`src/rtl/knn_vote.sv`:
```
// knn_vote: majority vote over the K nearest (distance, type) candidates from the sorter.
// Optional distance-order checking is enabled by defining KNN_VOTE_ORDER_CHECK_EN.
module knn_vote #(
    parameter int W         = 16,
    parameter int K         = 5,
    parameter int N_CLASSES = 4,
    localparam int CW       = $clog2(K + 1)
) (
    input  logic          clk,
    input  logic          rst,
    input  logic          in_valid,
    output logic          in_ready,
    input  logic [W-1:0]  in_dist,
    input  logic [W-1:0]  in_type,
    input  logic          in_last,
    output logic          out_valid,
    input  logic          out_ready,
    output logic [W-1:0]  out_class,
    output logic [CW-1:0] out_votes,
    output logic          out_type_err,
    output logic          out_order_err,
    output logic          busy
);

    // state   | meaning
    // COLLECT | counting votes of the first K candidates
    // DRAIN   | discarding candidates after the K-th until in_last
    // VOTE    | scanning one class per cycle for the winner
    // OUT     | holding the result until downstream accepts it
    typedef enum logic [1:0] {COLLECT, DRAIN, VOTE, OUT} state_t;

    localparam int SW = $clog2(N_CLASSES);

    state_t          state, state_nxt;
    logic [CW-1:0]   r;
    logic [CW-1:0]   cnt   [N_CLASSES];
    logic [CW-1:0]   first [N_CLASSES];
    logic [SW-1:0]   scan;
    logic [W-1:0]    best_class;
    logic [CW-1:0]   best_votes;
    logic [CW-1:0]   best_rank;
    logic            type_err;
    logic            order_err;

    logic            xfer_in;
    logic            type_ok;
    logic [SW-1:0]   type_idx;
    logic            scan_last;
    logic            cand_better;
    logic            clear;

    assign xfer_in   = in_valid & in_ready;
    assign type_ok   = {1'b0, in_type} < (W + 1)'(N_CLASSES);
    assign type_idx  = in_type[SW-1:0];
    assign scan_last = (scan == SW'(N_CLASSES - 1));
    assign clear     = rst | ((state == OUT) & out_ready);

    // Ties go to the class whose first member arrived earliest (nearest neighbour).
    assign cand_better = (cnt[scan] > best_votes) ||
                         ((cnt[scan] == best_votes) && (cnt[scan] != '0) &&
                          (first[scan] < best_rank));

    always_ff @(posedge clk) begin
        if (rst) state <= COLLECT;
        else     state <= state_nxt;
    end

    always_comb begin
        state_nxt = state;
        case (state)
            COLLECT: if (xfer_in) begin
                if (in_last)                state_nxt = VOTE;
                else if (r == CW'(K - 1))   state_nxt = DRAIN;
            end
            DRAIN:   if (xfer_in && in_last) state_nxt = VOTE;
            VOTE:    if (scan_last)          state_nxt = OUT;
            OUT:     if (out_ready)          state_nxt = COLLECT;
            default:                         state_nxt = COLLECT;
        endcase
    end

    always_comb begin
        in_ready      = (state == COLLECT) || (state == DRAIN);
        out_valid     = (state == OUT);
        out_class     = out_valid ? best_class : '0;
        out_votes     = out_valid ? best_votes : '0;
        out_type_err  = out_valid & type_err;
        out_order_err = out_valid & order_err;
        busy          = !((state == COLLECT) && (r == '0));
    end

    always_ff @(posedge clk) begin
        if (clear) begin
            r          <= '0;
            scan       <= '0;
            best_class <= '0;
            best_votes <= '0;
            best_rank  <= CW'(K);
            type_err   <= 1'b0;
            for (int c = 0; c < N_CLASSES; c++) begin
                cnt[c]   <= '0;
                first[c] <= CW'(K);
            end
        end else begin
            if (state == COLLECT && xfer_in) begin
                r <= r + CW'(1);
                if (type_ok) begin
                    cnt[type_idx] <= cnt[type_idx] + CW'(1);
                    if (first[type_idx] == CW'(K)) first[type_idx] <= r;
                end else begin
                    type_err <= 1'b1;
                end
            end
            if (state == VOTE) begin
                scan <= scan_last ? '0 : scan + SW'(1);
                if (cand_better) begin
                    best_class <= W'(scan);
                    best_votes <= cnt[scan];
                    best_rank  <= first[scan];
                end
            end
        end
    end

`ifdef KNN_VOTE_ORDER_CHECK_EN
    logic [W-1:0] prev_dist;

    always_ff @(posedge clk) begin
        if (clear) begin
            order_err <= 1'b0;
            prev_dist <= '0;
        end else if (xfer_in) begin
            prev_dist <= in_dist;
            // The first entry of a query has no predecessor to compare against.
            if (!(state == COLLECT && r == '0) && (in_dist < prev_dist))
                order_err <= 1'b1;
        end
    end
`else
    logic unused_dist;
    assign unused_dist = ^in_dist;
    assign order_err   = 1'b0;
`endif

endmodule

```
`config.mk`:
```
export PLATFORM = sky130hd
export DESIGN_NAME = knn_vote
export DESIGN_NICKNAME = d
export VERILOG_FILES = /design/src/rtl/knn_vote.sv
export SDC_FILE = /design/constraint.sdc
export NUM_CORES = 1
export LEC_CHECK = 0
export BUFFER_PORTS_ARGS = -buffer_cell sky130_fd_sc_hd__buf_4
export CAP_MARGIN = 20
export CELL_PAD_IN_SITES_DETAIL_PLACEMENT = 1
export CELL_PAD_IN_SITES_GLOBAL_PLACEMENT = 1
export CORE_ASPECT_RATIO = 1.75
export CORE_UTILIZATION = 46
export CTS_BUF_LIST = sky130_fd_sc_hd__clkbuf_2 sky130_fd_sc_hd__clkbuf_4 sky130_fd_sc_hd__clkbuf_8
export DETAILED_ROUTE_END_ITERATION = 6
export PLACE_DENSITY_LB_ADDON = 0.15
export SYNTH_ARGS = -nofsm -noshare
export SYNTH_HDL_FRONTEND = slang
export SYNTH_SLANG_ARGS = --single-unit
export TNS_END_PERCENT = 10
```
`constraint.sdc`:
```
create_clock -name clk -period 7.75 [get_ports clk]
set_clock_uncertainty 0.2 [all_clocks]
set_input_delay 0.775 -clock clk [delete_from_list [all_inputs] [get_ports clk]]
set_output_delay 0.775 -clock clk [all_outputs]
set_load 0.005 [all_outputs]
```
==> flow_summary.ini <==
[status]
status = complete, but fails checks
violations = DRC

[timing]
relSlewSlack_pct = 34.6
setup_slack_ns = 4.58
timing.fmax_ghz = 0.315
rsz0062_at_grt = no
setup_viol_count_final = 0
fin_crit_ns = 3.17
setup_tns_ns = 0
maxSlewViolCount = 0
hold_viol = 0
tightest_slew_ns = 0.981
period_share_pct = 40.9

[yosys]
synth_top_cell_by_area = edfxtp_1
synth_edf_count = 24
synthArstFlopShare_pct = 0
syn-instance-count = 239
synth-main-ff-cell = edfxtp_1
ys_types = 51
seq_area_frac_synth_pct = 43.7
synth_top_area_share_pct = 29.1
netlist_area_um2 = 2480
ys_ff_latch = 42
yosys_warnings = 0
syn_area_per_cell_um2 = 10.4
synth_area_leaders = edfxtp_1 (29%), dfxtp_1 (15%), ha_1 (6.6%)

[cts]
cts_tree = done
cts.htree.levels = 2
cts.reportedPaths.clkPinSlew_ns = 0.08
post_cts_buffers = 0
cts_max_path_buffers = 2
cts_hold_buffers = 0
root_buffer = clkbuf_8
numClockSinks = 42
cts_made_buffers = 5
postCtsResizedCells = 0
worstSkewPairLatency_ns = 0.30

[grt]
overflow = 0
antenna_found_initial = 0
grt_pass1_vias = 1831
grt_pass1_wl_um = 8890
track_usage_pct = 21.4
grt_max_degree = 15

[layout]
mostFrequentLayoutCells = buf_4 (29), edfxtp_1 (24), nor2_1 (23)
antenna_cells = 0
finish.utilization_pct = 53.8
nets = 315
finalNonFillerCells = 321
final_common_cell = buf_4
drive_gt1_share_pct = 18.8
n_fill_cell = 601
area_growth_pct = 13.1

[worst_hold_path]
hold_class = reg -> reg

[critical_path]
cp.required_ns = 7.61
worstSetupStartpointType = flip-flop
cpLargestDelayFamily = simple AND/OR/NAND/NOR gates
worstSetupPathType = reg -> reg
crit_fanout = 11
cp.arrival_ns = 3.04
cp_slowest_cell = a21oi_1
crit_chain = ha_1 > a21oi_1 > nand3_1 > nor3_2 > o211ai_1 > or2_1
crit_buf_inv = 0
slowest_delay_ns = 0.79
end_kind = flip-flop

[detailed_routing]
drt_iter0_markers = 34
drt_pass1_iterations = 6
routed_via_density = 5.69
ant_nets = 0
vias = 1827
routed_wl_um = 5520
wl_per_cell_um = 17.2
drc = 3

[floorplanning]
core-area_um2 = 5210
ios = 61
dieArea_um2 = 5690
start_util_pct = 47.5
die_y_um = 99.1
row_count = 35
die-width_um = 57.5

[place]
dpl.hpwl_um = 4420
dp_cells = 313
dpl_worst_slack_ns = 4.30
place.gp.congestion = 0.728
port_buffers = 29

[pwr]
power_per_cell_area_nw_per_um2 = 265
max-vdd-ir-drop_uv = 163
leakagePower_nw = 1.06

[flow_run]
max-cap-violations = 0
==> metal layers <==
layer | up-vias | track usage (%) | routed length (um)
li1 | 892 | - | -
met1 | 879 | 22.4 | 2070
met2 | 44 | 38.8 | 3090
met5 | - | 0 | 0
met3 | 12 | 4.33 | 165
met4 | 0 | 11.1 | 191
==> path summary, 6_finish.rpt <==
path | startpoint | to | slack [ns] | cells past startpoint
setup reg to reg | state[0] | first[0][2] | 4.58 | 6
hold / removal | best_class[0] | best_class[0] | 0.26 | 2
hold reg to reg | best_class[0] | best_class[0] | 0.26 | 2
setup / recovery | state[0] | first[0][2] | 4.58 | 6
==> per-stage QoR <==
step	total power, W	hold WS [ns]	instance area, um2
3_5_place_dp	0.000535	0.258	2660
2_1_floorplan	0.000469	0.229	2530
5_1_grt	0.000786	0.287	2800
3_3_place_gp	0.000528	0.244	2660
6_report	0.000741	0.264	2800
4_1_cts	0.000749	0.268	2800
==> synth_stat cells (2+ instances only) <==
cell	instances
nor4_1	4
nand2b_1	4
or2_1	4
a211oi_1	2
nor2b_1	3
xnor2_1	2
o21ai_1	9
edfxtp_1	24
mux4_1	3
buf_2	2
nor2_1	23
buf_4	15
inv_1	12
dfxtp_1	18
nand3b_1	2
nor3_2	2
nand4_1	3
ha_1	13
nand2_1	17
and2_1	6
mux4_2	5
clkbuf_1	6
mux2i_1	5
a21oi_1	10
nand3_1	19
==> sequential cells by signal, summed over array words and instances (netlist names), named ones only <==
signal	flops
best_class	2
first	12
r	3
scan	2
cnt	12
state	2
best_votes	3
best_rank	3
type_err	1
==> worst reg2reg max path, stage by stage (launching register included) <==
cell and delay (ns):
dfxtp_1 0.34, ha_1 0.32, a21oi_1 0.79, nand3_1 0.36, nor3_2 0.43, o211ai_1 0.25, or2_1 0.25
==> cell families (layout without fill, tap and decap cells) <==
family          count (synthesis)  in the layout  synth area share [%]
other cells                     1             15                 0.151
flops                          42             42                  43.7
fa+ha+maj                      13             13                  6.57
buf+inv                        36             49                  8.14
simple gates                   97             97                  21.3
xor+xnor                        3              3                  1.06
mux                            13             13                  9.75
compound gates                 34             34                  9.35
==> final cells by class <==
type | count | area [um2] | share of cell area, %
timing repair buffer | 29 | 218 | 7.77
tap | 55 | 68.8 | 2.46
multi-input combinational | 175 | 1250 | 44.5
sequential | 42 | 1080 | 38.6
inverter | 12 | 45.0 | 1.61
clock buffer | 6 | 82.6 | 2.95
clock inverter | 2 | 60.1 | 2.14
==> power by group <==
group          switching (W)  total [W]  internal [W]
Clock              0.0000765   0.000214      0.000137
Sequential         0.0000263   0.000291      0.000264
Combinational       0.000131   0.000237      0.000106
Note: power is estimated with default switching activity, not from simulation.
